File: src/rtl/s_p_frame_buffer.sv
// Serial-to-parallel ping-pong frame buffer: collects 16 complex samples per
// frame in one bank while the other bank drains as four 4-lane beats.
module s_p_frame_buffer #(
    parameter int DW      = 34,
    parameter bit BIT_REV = 1'b0
) (
    input  logic            clk,
    input  logic            rst_n,
    input  logic            in_valid,
    input  logic            in_sop,
    input  logic [DW-1:0]   data_in,
    output logic            in_ready,
    output logic            out_valid,
    input  logic            out_ready,
    output logic            out_last,
    output logic [4*DW-1:0] data_out
);

    function automatic logic [3:0] bitrev4(input logic [3:0] v);
        return {v[0], v[1], v[2], v[3]};
    endfunction

    logic [DW-1:0] mem [2][16];
    logic [1:0]    full;
    logic          wr_bank;
    logic          rd_bank;
    logic [3:0]    wr_idx;
    logic [1:0]    beat;
    logic [3:0]    wr_slot;
    logic          wr_accept;
    logic          rd_accept;

    // Handshake outputs depend on registers only, never on in_valid/out_ready.
    assign in_ready  = !full[wr_bank];
    assign out_valid = full[rd_bank];
    assign out_last  = out_valid & (beat == 2'd3);

    assign wr_accept = in_valid & in_ready;
    assign rd_accept = out_valid & out_ready;

    // A frame start always lands in slot 0, which bit-reversal leaves at 0.
    assign wr_slot = in_sop ? 4'd0 : (BIT_REV ? bitrev4(wr_idx) : wr_idx);

    always_ff @(posedge clk or negedge rst_n) begin
        if (!rst_n) begin
            wr_bank <= 1'b0;
            rd_bank <= 1'b0;
            wr_idx  <= 4'd0;
            beat    <= 2'd0;
            full    <= 2'b00;
            // NOTE: the sample storage is cleared on reset so data_out reads as zero afterwards;
            // a plain RAM without reset would be cheaper when that is not needed.
            for (int b = 0; b < 2; b++) begin
                for (int s = 0; s < 16; s++) begin
                    mem[b][s] <= '0;
                end
            end
        end else begin
            // NOTE: all state here uses <= so every branch reads pre-edge values.
            if (wr_accept) begin
                mem[wr_bank][wr_slot] <= data_in;
                if (in_sop) begin
                    wr_idx <= 4'd1;
                end else if (wr_idx == 4'd15) begin
                    full[wr_bank] <= 1'b1;
                    wr_bank       <= ~wr_bank;
                    wr_idx        <= 4'd0;
                end else begin
                    wr_idx <= wr_idx + 4'd1;
                end
            end
            // Write completion and read completion always touch different banks.
            if (rd_accept) begin
                if (beat == 2'd3) begin
                    full[rd_bank] <= 1'b0;
                    rd_bank       <= ~rd_bank;
                    beat          <= 2'd0;
                end else begin
                    beat <= beat + 2'd1;
                end
            end
        end
    end

    always_comb begin
        // NOTE: default assignment first so no path leaves data_out unassigned (no latch).
        data_out = '0;
        for (int l = 0; l < 4; l++) begin
            data_out[l*DW +: DW] = mem[rd_bank][{beat, 2'(l)}];
        end
    end

endmodule

File: config.mk
export PLATFORM = sky130hd
export DESIGN_NAME = s_p_frame_buffer
export DESIGN_NICKNAME = d
export VERILOG_FILES = /design/src/rtl/s_p_frame_buffer.sv
export SDC_FILE = /design/constraint.sdc
export NUM_CORES = 2
export LEC_CHECK = 0
export CORE_MARGIN = 5
export CORE_UTILIZATION = 66
export CTS_CLUSTER_DIAMETER = 200
export DETAILED_ROUTE_END_ITERATION = 8
export PLACE_DENSITY = 0.95
export SYNTH_ARGS = -nofsm -noshare
export SYNTH_HDL_FRONTEND = slang
export SYNTH_SLANG_ARGS = --single-unit
File: constraint.sdc
create_clock -name clk -period 3.2 [get_ports clk]
set_clock_uncertainty 0.05 [all_clocks]
set_input_delay 0.32 -clock clk [delete_from_list [all_inputs] [get_ports clk]]
set_output_delay 0.32 -clock clk [all_outputs]
set_load 0.05 [all_outputs]
# == Word level (Yosys, flattened, before mapping) ==
# Cells that the tools add are included.
# classes
n_addsub,2
order_cmp,13
eq_ne,2
mux,37
n_bitwise,16
reduce_logical,7
# op_table
operator,count
$mux 544,4
$bwmux 1088,1
$bmux 34 s4,4
$demux 544 s1,1
$mux 34,9
$demux 34 s4,1
$ge 5x5->1 const B,5
$not 4->5,5
$mux 2,6
$mux 4,3
$mux 1,6
$lt 5x1->1 const B,1
$add 4x1->4 const B,1
$eq 4x4->1 const B,1
$ge 2x2->1 const B,2
$logic_and 1x1->1,4
$lt 1x2->1 const B,2
$not 1->2,2
$and 1x1->1,3
$not 1->1,3
$reduce_and 3->1,1
$add 2x1->2 const B,1
$and 2x2->2,1
$demux 1 s1,2
other kinds (7),8
# totals
register_bits,1098
inputBits,39
output_inout_bits,139

# == Depth between registers and ports, before layout ==
# logic_depth
ltp_word,11
ltp_mapped,7
mapped_depth_nobuf,4

# == Worst setup path before layout ==
# OpenSTA, ideal clock, no wires.
# synth_timing
kind,register to register
from,register wr_bank
to,register wr_idx[0]
setup_ns,0.125
arrival_time_ns,2.116
slack_ns,0.909
path_stages_with_launch,5
synth_period_minus_slack_ns,2.291
cell_sequence,dfrtp_1 > buf_2 > mux2i_1 > and2_1 > mux2_2
# synth_via
elab_chain_cells,4
# synth_lines
element,line,source
"start, declared",25,logic wr_bank;
"start signal, assigned",66,wr_bank <= ~wr_bank;
$mux 1 (implied by the code) (2 in a row),34,assign in_ready = !full[wr_bank];
$logic_not 1->1,34,
via in_ready,12,"output logic in_ready,"
$and 1x1->1,38,assign wr_accept = in_valid & in_ready;
"end signal, assigned",69,wr_idx <= wr_idx + 4'd1;
"end, declared",27,logic [3:0] wr_idx;
# The timed path passes the listed nets, and every way through them passes these cells. The select of a mux whose other input is x is not followed.
# A chain may end at the register's enable or synchronous reset.

# == Worst setup path in the final report ==
# layout_timing
from,register rd_bank
to,output port data_out[133]
# layout_via
elab_chain_cells,7
# layout_lines
element,line,source
"start, declared",26,logic rd_bank;
"start signal, assigned",76,rd_bank <= ~rd_bank;
$not 1->2 (implied by the code),89,"data_out[l*DW +: DW] = mem[rd_bank][{beat, 2'(l)}];"
$mux 544 (implied by the code) (3 in a row),89,
$bmux 34 s4,89,
$mux 34 (implied by the code) (2 in a row),89,
"end, declared",16,output logic [4*DW-1:0] data_out
# Every way passes these cells. The select of a mux whose other input is x is not followed.

==> flow_metrics.env <==
export IMPL_violations="setup timing"
export IMPL_grt_usage_pct=32.99
export IMPL_wl_met2_um=66640
export IMPL_crit_chain="buf_4 > buf_16 > buf_4 > mux4_2 > mux2_2 > dlygate4sd2_1"
export IMPL_syn_area_per_cell_um2=16.75
export IMPL_num_rows=100
export IMPL_cts_path_max_buffers=3
export IMPL_drt_iter0_drc=2580
export IMPL_crit_buf_inv=4
export IMPL_area_delta_synth_final_pct=13.59
export IMPL_asyncSetResetFlopFracSynth_pct=100.0
export IMPL_endpoint_kind="output port"
export IMPL_critPathRequiredTime_ps=2830
export IMPL_critPathKind="reg2out"
export IMPL_portBuffers=177
export IMPL_tritoncts="done"
export IMPL_root_buffer="clkbuf_16"
export IMPL_hpwl_um=72410
export IMPL_io_pins=178
export IMPL_h_tree_depth=3
export IMPL_hold_viol=0
export IMPL_vias=28849
export IMPL_clock_latency_ps=680
export IMPL_diodes=0
export IMPL_ys_seq_elements=1098
export IMPL_stdcell_area_um2=56550
export IMPL_p_leak_nw=27.09
export IMPL_place_congestion=0.8141
export IMPL_critPathTopFamily="buffers and inverters"
export IMPL_fin_ws_ps=-14.78
export IMPL_yosys_most_used_dff="dfrtp_1"
export IMPL_post_route_min_period_ps=3215
export IMPL_drt_pass1_iter_count=7
export IMPL_wl_met1_um=49780
export IMPL_dieArea_um2=81020
export IMPL_cp_start_kind="flip-flop"
export IMPL_drive_gt1_share_pct=61.22
export IMPL_status="complete, but fails checks"
export IMPL_die_width_um=284.6
export IMPL_fmax_mhz=311.1
export IMPL_r2r_start="wr_idx[3]"
export IMPL_drc=0
export IMPL_initial_core_util_pct=66.76
export IMPL_crit_path_frequent_cell="buf_4"
export IMPL_routed_wl_um=133600
export IMPL_finalPower_mw=49.36
export IMPL_max_stage_delay_ps=510
export IMPL_whs_ps=161.6
export IMPL_reg2reg_to="mem[590]"
export IMPL_viasPerCell=6.937
export IMPL_grt_max_degree=137
export IMPL_drv_slew=0
export IMPL_core_um2=74570
export IMPL_maxCapViolations=0
export IMPL_antenna_found_initial=2
export IMPL_crit_fanout=10
export IMPL_tightest_slew_ps=1403
export IMPL_rsz0062_at_grt="true"
export IMPL_ir_drop_uv=841.5
export IMPL_grt_overflow_total=0
export IMPL_critPathArrivalTime_ps=2840
export IMPL_clk_pin_slew_ps=70
export IMPL_grt_pass1_vias=32520
export IMPL_netlist_area_um2=49780
export IMPL_routed_top_layer="met4"
export IMPL_clock_sinks=1098
export IMPL_slew_headroom_pct=6.202
export IMPL_r2r_slack_ps=710
export IMPL_postSynthCellCount=2972
export IMPL_wire_per_inst_um=32.13
export IMPL_fp_dieH_um=284.6
export IMPL_period_share_pct=100.5
export IMPL_wl_met3_um=10660
export IMPL_hp_class="in2async"
export IMPL_synth_seq_area_share_pct=55.19
export IMPL_finalNetCount=3137
export IMPL_ant_nets=0
export IMPL_post_synth_num_cell_types=48
export IMPL_syn_nets=3013
export IMPL_powerDensity_nw_per_um2=873.0
export IMPL_cts_made_buffers=107
export IMPL_rr_worst_depth=4
export IMPL_setup_viol=1
export IMPL_synth_warnings=0
export IMPL_slowest_stage="dfrtp_4"
export IMPL_synth_edf_count=0
export IMPL_grt_pass1_wl_um=204300
export IMPL_placed_area_um2=52100
-- timing repair --
| item | in CTS | in global routing |
|---|---|---|
| buffers inserted | 7 | 16 |
| endpoints found under the hold margin | 41 | 0 |
| endpoints found under the setup margin | 138 | 79 |
| hold buffers | 1 | 0 |
| gates cloned | 5 | 2 |
| resized for setup | 21 | 35 |
-- metal layers --
metal / up-vias / global-route usage, %
met5: - / 0
met4: 0 / 15.68
met3: 438 / 6.843
met2: 1543 / 53.66
li1: 11347 / -
met1: 15521 / 43.27
-- Yosys cell counts (3+ instances only) --
master / n / area (um2)
mux2_2: 1195 / 13460
dfrtp_1: 1098 / 27480
mux4_2: 272 / 6126
clkbuf_1: 146 / 548.0
buf_2: 88 / 440.4
buf_6: 42 / 473.0
mux2_1: 33 / 371.6
nand3_2: 20 / 200.2
buf_4: 10 / 75.07
buf_1: 9 / 33.78
and2_1: 3 / 18.77
nor2b_1: 3 / 18.77
nor3b_2: 3 / 37.54
-- kinds of logic after synthesis --
logic type,count (synthesis),synth area share [%]
adders and majority gates,2,0.05026
AOI/OAI and AO/OA,14,0.2187
muxes,1502,40.12
and+or+nand+nor,59,1.247
DFF,1098,55.19
buffers and inverters,297,3.169
-- cells in the final DEF (no fill, tap or decap), drive strengths merged, types with 3 or more instances in the layout --
| master | synthesis | routed |
|---|---|---|
| buf | 149 | 257 |
| dfrtp | 1098 | 1098 |
| nor2b | 3 | 3 |
| inv | 2 | 5 |
| and2 | 3 | 3 |
| nand4b | 4 | 4 |
| clkinv | 0 | 26 |
| bufinv | 0 | 11 |
| clkinvlp | 0 | 5 |
| clkbuf | 146 | 160 |
| nor3b | 6 | 6 |
| nand4 | 5 | 5 |
| mux4 | 272 | 272 |
| mux2 | 1228 | 1228 |
| nand3 | 21 | 21 |
| dlygate4sd2 | 0 | 11 |
| nor3 | 3 | 3 |
| clkdlybuf4s50 | 0 | 37 |
-- through the flow --
| stage | utilization [%] | worst slack, ps | setup TNS, ps | instances |
|---|---|---|---|---|
| 3_3_place_gp | 69.87 | 304.9 | 0 | 3925 |
| 4_1_cts | 75.40 | -85.01 | -1363 | 4141 |
| 3_5_place_dp | 69.87 | 289.8 | 0 | 3925 |
| 6_report | 75.83 | -14.78 | -14.78 | 4159 |
| 2_1_floorplan | - | 909.0 | 0 | 2972 |
| 5_1_grt | 75.83 | -46.46 | -202.8 | 4159 |
-- final cells by class --
class                   instances  area (um2)
clock buffers                 158        3179
clock inverters                45       604.3
fillers                      3724       18020
inverters                       2       7.507
multi-input cells            1577       20730
flip-flops and latches       1098       27490
well taps                     969        1212
repair buffers                310        3321
-- flip-flops by register name (all words and copies together) (netlist names) --
name,cells
beat,2
full,2
mem,1088
rd_bank,1
wr_bank,1
wr_idx,4
-- power breakdown --
group          internal [mW]  leakage [nW]  total (mW)  switching, mW
Sequential              16.7          14.8        18.5           1.82
Combinational           7.74          10.4        17.5           9.72
Clock                   7.81          1.86        13.4           5.60
-- worst max path at each step --
stage,from,to,slack (ps),cells past startpoint
after global routing,rd_bank,data_out[133],-50,6
after detailed placement,rd_bank,data_out[109],290,5
after global placement,rd_bank,data_out[9],300,5
after floorplan,wr_bank,wr_idx[0],910,4
after CTS,rd_bank,data_out[109],-90,5
final,rd_bank,data_out[133],-10,6
(Power assumes the default switching activity.)
